**config.mk**
```make
export PLATFORM = sky130hd
export DESIGN_NAME = servile_wb_arbiter_n
export DESIGN_NICKNAME = d
export VERILOG_FILES = /design/src/rtl/servile_arb_pkg.sv /design/src/rtl/servile_rr_picker.sv /design/src/rtl/servile_wb_arbiter_n.sv
export SDC_FILE = /design/constraint.sdc
export NUM_CORES = 1
export LEC_CHECK = 0
export ABC_AREA = 1
export CAP_MARGIN = 30
export CORE_AREA = 3 3 109 111
export CTS_CLUSTER_DIAMETER = 80
export CTS_CLUSTER_SIZE = 28
export DETAILED_ROUTE_END_ITERATION = 8
export DIE_AREA = 0 0 112 114
export HOLD_SLACK_MARGIN = 0.1
export PLACE_DENSITY_LB_ADDON = 0.1
export SLEW_MARGIN = 40
export SYNTH_ARGS = -nofsm -noshare
export SYNTH_HDL_FRONTEND = slang
export SYNTH_SLANG_ARGS = --single-unit
```
**constraint.sdc**
```tcl
create_clock -name i_clk -period 2.7 [get_ports i_clk]
set_input_delay 0.27 -clock i_clk [delete_from_list [all_inputs] [get_ports i_clk]]
set_output_delay 0.27 -clock i_clk [all_outputs]
set_load 0.02 [all_outputs]
```
**src/rtl/servile_arb_pkg.sv**
```systemverilog
// Shared types and helpers for the N-master Wishbone arbiter.
package servile_arb_pkg;

    // Arbiter owns the slave port only while BUSY.
    typedef enum logic {
        ST_IDLE = 1'b0,
        ST_BUSY = 1'b1
    } arb_state_t;

    localparam int WB_DW = 32;
    localparam int WB_SW = 4;

    // Width of an index into n items, never narrower than one bit.
    function automatic int clog2_min1(input int n);
        return (n <= 2) ? 1 : $clog2(n);
    endfunction

endpackage

```
**src/rtl/servile_rr_picker.sv**
```systemverilog
// Combinational winner selection: round-robin from last+1, or lowest index.
module servile_rr_picker
    import servile_arb_pkg::*;
#(
    parameter int N  = 2,
    parameter int GW = clog2_min1(N)
) (
    input  logic [N-1:0]  i_req,
    input  logic [GW-1:0] i_last,
    input  logic          i_rr,
    output logic          o_valid,
    output logic [GW-1:0] o_idx
);

    // Candidate visited at scan offset gi+1 past the last owner.
    logic [GW-1:0] w_cand [N];

    for (genvar gi = 0; gi < N; gi++) begin : g_cand
        assign w_cand[gi] = GW'((32'(i_last) + 32'(gi) + 32'd1) % 32'(N));
    end

    // Scan from the far end down so the nearest requester is written last.
    always_comb begin
        o_valid = |i_req;
        o_idx   = '0;
        if (i_rr) begin
            for (int i = N - 1; i >= 0; i--) begin
                if (i_req[w_cand[i]]) begin
                    o_idx = w_cand[i];
                end
            end
        end else begin
            for (int i = N - 1; i >= 0; i--) begin
                if (i_req[i]) begin
                    o_idx = GW'(i);
                end
            end
        end
    end

endmodule

```
**src/rtl/servile_wb_arbiter_n.sv**
```systemverilog
// N-master to 1-slave Wishbone arbiter with registered grant, abort and timeout.
module servile_wb_arbiter_n
    import servile_arb_pkg::*;
#(
    parameter int NUM_MASTERS = 2,
    parameter int AW          = 32,
    parameter int RR          = 1,
    parameter int TIMEOUT     = 0
) (
    input  logic                           i_clk,
    input  logic                           i_rst,
    input  logic [NUM_MASTERS*AW-1:0]      i_wb_m_adr,
    input  logic [NUM_MASTERS*WB_DW-1:0]   i_wb_m_dat,
    input  logic [NUM_MASTERS*WB_SW-1:0]   i_wb_m_sel,
    input  logic [NUM_MASTERS-1:0]         i_wb_m_we,
    input  logic [NUM_MASTERS-1:0]         i_wb_m_stb,
    output logic [WB_DW-1:0]               o_wb_m_rdt,
    output logic [NUM_MASTERS-1:0]         o_wb_m_ack,
    output logic [NUM_MASTERS-1:0]         o_wb_m_err,
    output logic [AW-1:0]                  o_wb_mem_adr,
    output logic [WB_DW-1:0]               o_wb_mem_dat,
    output logic [WB_SW-1:0]               o_wb_mem_sel,
    output logic                           o_wb_mem_we,
    output logic                           o_wb_mem_stb,
    input  logic [WB_DW-1:0]               i_wb_mem_rdt,
    input  logic                           i_wb_mem_ack,
    output logic [clog2_min1(NUM_MASTERS)-1:0] o_grant
);

    localparam int GW = clog2_min1(NUM_MASTERS);
    localparam int CW = 16;

    arb_state_t    r_state, w_state_next;
    logic [GW-1:0] r_grant, w_grant_next;
    logic [GW-1:0] r_last,  w_last_next;
    logic [CW-1:0] r_cnt,   w_cnt_next;

    logic          w_pick_valid;
    logic [GW-1:0] w_pick_idx;
    logic          w_sel_stb;
    logic          w_tmo;
    logic          w_hit;

    // Per-master views of the flattened request buses.
    logic [AW-1:0]    w_adr [NUM_MASTERS];
    logic [WB_DW-1:0] w_dat [NUM_MASTERS];
    logic [WB_SW-1:0] w_sel [NUM_MASTERS];

    for (genvar gi = 0; gi < NUM_MASTERS; gi++) begin : g_slice
        assign w_adr[gi] = i_wb_m_adr[gi*AW +: AW];
        assign w_dat[gi] = i_wb_m_dat[gi*WB_DW +: WB_DW];
        assign w_sel[gi] = i_wb_m_sel[gi*WB_SW +: WB_SW];
    end

    servile_rr_picker #(
        .N  (NUM_MASTERS),
        .GW (GW)
    ) u_picker (
        .i_req   (i_wb_m_stb),
        .i_last  (r_last),
        .i_rr    (RR != 0),
        .o_valid (w_pick_valid),
        .o_idx   (w_pick_idx)
    );

    // Only the owner's request fields reach the slave; others are ignored.
    assign o_wb_mem_adr = w_adr[r_grant];
    assign o_wb_mem_dat = w_dat[r_grant];
    assign o_wb_mem_sel = w_sel[r_grant];
    assign o_wb_mem_we  = i_wb_m_we[r_grant];
    assign o_wb_m_rdt   = i_wb_mem_rdt;
    assign o_grant      = r_grant;
    assign w_sel_stb    = i_wb_m_stb[r_grant];

    // With TIMEOUT=0 the compare is constant-false and the counter is dead.
    assign w_tmo = (TIMEOUT != 0) && (r_cnt == CW'(TIMEOUT - 1));

    // Next-state and output decode; a transaction ends on ack, abort or timeout.
    always_comb begin
        w_state_next = r_state;
        w_grant_next = r_grant;
        w_last_next  = r_last;
        w_cnt_next   = r_cnt;
        w_hit        = 1'b0;
        o_wb_mem_stb = 1'b0;
        o_wb_m_ack   = '0;
        o_wb_m_err   = '0;
        case (r_state)
            ST_IDLE: begin
                if (w_pick_valid) begin
                    w_grant_next = w_pick_idx;
                    w_cnt_next   = '0;
                    w_state_next = ST_BUSY;
                end
            end
            ST_BUSY: begin
                // Ack beats a coinciding timeout.
                w_hit                 = w_sel_stb && !i_wb_mem_ack && w_tmo;
                o_wb_mem_stb          = w_sel_stb && !w_hit;
                o_wb_m_ack[r_grant]   = i_wb_mem_ack;
                o_wb_m_err[r_grant]   = w_hit;
                if (i_wb_mem_ack || !w_sel_stb || w_hit) begin
                    w_last_next  = r_grant;
                    w_state_next = ST_IDLE;
                end else begin
                    w_cnt_next = r_cnt + CW'(1);
                end
            end
            default: begin
                w_state_next = ST_IDLE;
            end
        endcase
    end

    // State register; reset leaves last owner at the top so master 0 wins first.
    always_ff @(posedge i_clk) begin
        if (i_rst) begin
            r_state <= ST_IDLE;
            r_grant <= '0;
            r_last  <= GW'(NUM_MASTERS - 1);
            r_cnt   <= '0;
        end else begin
            r_state <= w_state_next;
            r_grant <= w_grant_next;
            r_last  <= w_last_next;
            r_cnt   <= w_cnt_next;
        end
    end

endmodule

```
## After elaboration in Yosys (flattened, before gate mapping)

Cells that the tools add are included.

| storage, ports and cells | value |
|---|---|
| bits in registers | 3 |
| input port bits | 175 |
| word-level logic and storage cells | 45 |

| cells by class | value |
|---|---|
| $add $sub $neg | 2 |
| $lt $le $gt $ge | 5 |
| mux-type cells | 26 |
| bitwise gates (word level) | 3 |
| reductions and logical operators | 6 |

Operators by type and width:

| operator | number |
|---|---|
| $mux W32 | 6 |
| $mux W1 | 14 |
| $mux W4 | 3 |
| $lt A1 B2 Y1 const B | 3 |
| $reduce_and A2 Y1 | 2 |
| $add A1 B1 Y1 const B | 2 |
| $and A2 B2 Y2 | 1 |
| $ge A2 B2 Y1 const B | 1 |
| $mux W2 | 1 |
| $not A1 Y2 | 1 |
| $pmux W1 S2 | 1 |
| $reduce_or A2 Y1 | 1 |
| $demux W1 S1 | 1 |
| $ge A1 B1 Y1 const B | 1 |
| $logic_and A1 B1 Y1 | 1 |
| $logic_not A1 Y1 | 1 |
| $logic_or A1 B1 Y1 | 1 |
| $not A1 Y1 | 1 |

## Logic depth before layout (Yosys ltp)

| depth | value |
|---|---|
| depth in word-level cells | 6 |
| depth in mapped cells | 6 |
| depth with buffers taken out | 6 |

## By module

From an unflattened synthesis, not the netlist that was laid out.

| second synthesis, totals | value |
|---|---|
| cells, all modules | 288 |
| area total of the unflattened synthesis | 1336.3 µm² |

By module, submodules not included:

| module | instances | cells each | area each (µm²) | seq. area each (µm²) |
|---|---|---|---|---|
| servile_wb_arbiter_n | 1 | 283 | 1313.8 | 60.1 |
| servile_rr_picker | 1 | 5 | 22.5 | 0.0 |

## Worst setup path before layout

Ideal clock, no wire load.

| timing | value |
|---|---|
| path type | reg2out |
| start | reg r_grant, in the netlist o_grant |
| end | out o_wb_m_ack[1] |
| data arrival time | 1.060 ns |
| slack | 1.370 ns |
| cell stages (with the launch flop) | 4 |
| cells stage by stage | dfxtp_1 inv_2 buf_6 nor3_2 |

| on the way | value |
|---|---|
| word-level cells in the longest chain between the ends | 6 |
| elaborated cells between the ends (all ways) | 7 |
| classes of those cells | order compare: 2; mux: 3; bitwise: 1; reduce/logical: 1 |

Ends and longest elaborated chain:

| element | line | text |
|---|---|---|
| start: declaration | servile_wb_arbiter_n.sv:34 | `logic [GW-1:0] r_grant, w_grant_next;` |
| start signal: assignment | servile_wb_arbiter_n.sv:124 | `r_grant <= w_grant_next;` |
| $lt A1 B2 Y1 or $ge A1 B1 Y1 (tied branches) | n/a |  |
| $logic_and A1 B1 Y1 | n/a |  |
| $mux W1 | n/a |  |
| $demux W1 S1 (*) | n/a |  |
| $and A2 B2 Y2 (no line) (*) | n/a |  |
| $mux W2 (*) | servile_wb_arbiter_n.sv:88 | `case (r_state)` |
| end: declaration | servile_wb_arbiter_n.sv:18 | `output logic [NUM_MASTERS-1:0] o_wb_m_ack,` |

Every way passes the cells marked *; elsewhere a longest branch is shown, timed or not.

## Worst setup path in the final report

| timing | value |
|---|---|
| start | reg r_grant, in the netlist o_grant |
| end | out o_wb_mem_dat[13] |

| on the way | value |
|---|---|
| word-level cells in the longest chain between the ends | 4 |

Ends and longest elaborated chain:

| element | line | text |
|---|---|---|
| $not A1 Y2 (implied by the code) | servile_wb_arbiter_n.sv:68 | `assign o_wb_mem_dat = w_dat[r_grant];` |
| $mux W32 (implied by the code) (3 in a row) | servile_wb_arbiter_n.sv:68 |  |
| end: declaration | servile_wb_arbiter_n.sv:21 | `output logic [WB_DW-1:0] o_wb_mem_dat,` |

No other way between the ends. The select of a mux whose other input is x is not followed.

==> flow_summary.json <==
{
  "grt_antenna_before_repair": 0,
  "syn_area_per_cell_um2": 4.726,
  "nNetsFinal": 637,
  "final_cell_mix": "nand2_1 (217), clkdlybuf4s50_1 (215), inv_1 (6)",
  "cts_inserted_buffers": 3,
  "final_max_slew_viol_count": 0,
  "timing.rr.end": "r_last",
  "insertion_delay_ns": 0.21,
  "hp-class": "register to register",
  "final.setup.worst_slack_ns": 0.5959,
  "num_vias": 2179,
  "synthAdderAreaFrac_pct": 0,
  "vias_per_cell": 3.626,
  "drv_cap": 0,
  "grt-ovfl-total": 0,
  "synthTopCellsByArea": "nand2_1 (60%), buf_4 (20%), buf_6 (5.8%)",
  "hold_ws_ns": 0.4786,
  "post_synth_xor_area_fraction_pct": 0,
  "die_w_um": 112,
  "clk_path_buf_depth": 2,
  "first_iter_violations": 53,
  "num_rows": 38,
  "grt_pass1_wl_mm": 10.58,
  "finalSetupViolations": 0,
  "die_y_um": 114,
  "fin_crit_ns": 2.104,
  "rsz0062_at_grt": "no",
  "path_class": "register to output pin",
  "final_common_cell": "nand2_1",
  "ctsRootBufferMaster": "clkbuf_8",
  "layout_worst_path_cycle_share_pct": 77.93,
  "layout-drive-gt1-share_pct": 2.603,
  "drc": 0,
  "ys_seq_area_share_pct": 4.428,
  "reg2regPathDepth": 6,
  "wl_per_cell_um": 11.52,
  "routed_wl_mm": 6.924,
  "gp_congestion": 0.7050,
  "area_delta_synth_final_pct": 150.8,
  "antenna_cells": 0,
  "worstHoldStart": "r_last",
  "p_per_area_nw_per_um2": 263.5,
  "antenna_left": 0,
  "power.leakage_nw": 1.592,
  "holdPathStages": 2,
  "outcome": "complete, no violations",
  "final_area_um2": 3402,
  "post_cts_buffers": 0,
  "r2r_setup_slack_ns": 1.62,
  "portBuffers": 215,
  "grt_max_degree": 75,
  "first_global_vias": 2191,
  "cp_data_required_time_ns": 2.43,
  "postCtsHoldBufs": 0,
  "start_util_pct": 12.46,
  "tns_ns": 0,
  "synth_top_family_by_area": "simple AND/OR/NAND/NOR gates",
  "dr.pass1.iters": 4,
  "cts_tree": "built",
  "grt_usage_pct": 10.21,
  "synth.mux.area_fraction_pct": 0,
  "synth.top_cell.area_share_pct": 60.06,
  "ys_types": 16,
  "max_clock_freq_mhz": 475.3,
  "clkSlewWorstSetupHoldPaths_ns": 0.03,
  "peakVddDrop_mv": 0.08394,
  "crit_fanout": 20,
  "finalHoldViolations": 0,
  "synth-seq-cells": 3,
  "crit-reg2reg-launch": "o_grant",
  "core_area_um2": 10890,
  "crit_path_end_kind": "output pin",
  "synthCells": 287,
  "clock_sinks": 3,
  "place_ws_ns": 0.7546,
  "synth_warnings": 0,
  "yosysTopAreaCell": "nand2_1",
  "worstPathArrival_ns": 1.83,
  "cp-start-kind": "register",
  "synth_compound_area_share_pct": 1.661,
  "synth_area_um2": 1356,
  "finClkSkew_ns": 0.001080,
  "place_area_um2": 3357,
  "dieArea_um2": 12770,
  "hpwl_mm": 5.720,
  "hold_end": "r_last",
  "htree_levels": 1,
  "cts_resized": 0,
  "top_level_ports": 282,
  "synthSimpleGateAreaFrac_pct": 63.75,
  "fillers": 1209
}
final cells by class:
type,count,area (µm²),area share [%]
Clock buffer,4,45.04,1.324
Tap cell,140,175.2,5.149
Timing Repair Buffer,218,2200,64.66
Multi-Input combinational cell,229,894.6,26.30
Sequential cell,3,61.31,1.802
Inverter,7,26.28,0.7723
kinds of logic (layout without fill, tap and decap cells):
logic type / count (synthesis) / in the layout
AND/OR/NAND/NOR: 223 / 223
buffers and inverters: 56 / 229
AO/OA/AOI/OAI: 4 / 4
flip-flops: 3 / 3
other: 1 / 2
through the flow:
step | power [mW] | utilization (%) | cells
floorplan | 0.4186 | - | 288
global placement | 0.7801 | 30.83 | 597
detailed placement | 0.7788 | 30.83 | 597
CTS | 0.9132 | 31.25 | 601
global route | 0.9680 | 31.25 | 601
finish | 0.8963 | 31.25 | 601
report_power, final:
part | internal, mW | switching, mW | total (mW)
logic | 0.403 | 0.314 | 0.717
registers | 0.0489 | 0.00382 | 0.0528
clock network | 0.100 | 0.0266 | 0.127
total | 0.552 | 0.344 | 0.896
sequential cells by signal (all words and copies together), names as in the netlist:
signal,flops
r_last,1
r_state,1
o_grant,1
routing by layer:
metal	wire length [µm]	track usage [%]	part of all wire, %
met1	2355	9.553	34
met5	0	0	0
met4	87	3.205	1.3
met2	3713	20.34	54
met3	768	3.873	11
worst max path at each step:
| stage | to | slack, ns | cells past startpoint | start |
|---|---|---|---|---|
| 3_3_place_gp | o_wb_mem_stb | 0.77 | 6 | i_wb_m_stb[1] |
| 2_1_floorplan | o_wb_m_ack[1] | 1.37 | 3 | o_grant |
| 4_1_cts | o_wb_mem_we | 0.56 | 5 | o_grant |
| 6_report | o_wb_mem_dat[13] | 0.60 | 5 | o_grant |
| 5_1_grt | o_wb_mem_adr[9] | 0.45 | 5 | o_grant |
| 3_5_place_dp | o_wb_mem_stb | 0.75 | 6 | i_wb_m_stb[1] |
worst max-delay path, cell delays in order, from the launching register on:
cell	delay (ns)
dfxtp_2	0.32
inv_2	0.22
buf_4	0.31
nand2_1	0.08
nand2_1	0.07
clkdlybuf4s50_1	0.61
Yosys cell counts, drive strengths merged:
cell,instances
o211ai,1
inv,7
a21oi,2
nor3,2
nand3,2
dfxtp,3
nand2,218
o21ai,1
nor2,1
buf,49
conb,1
No activity file was read; power rests on OpenSTA's default activity.
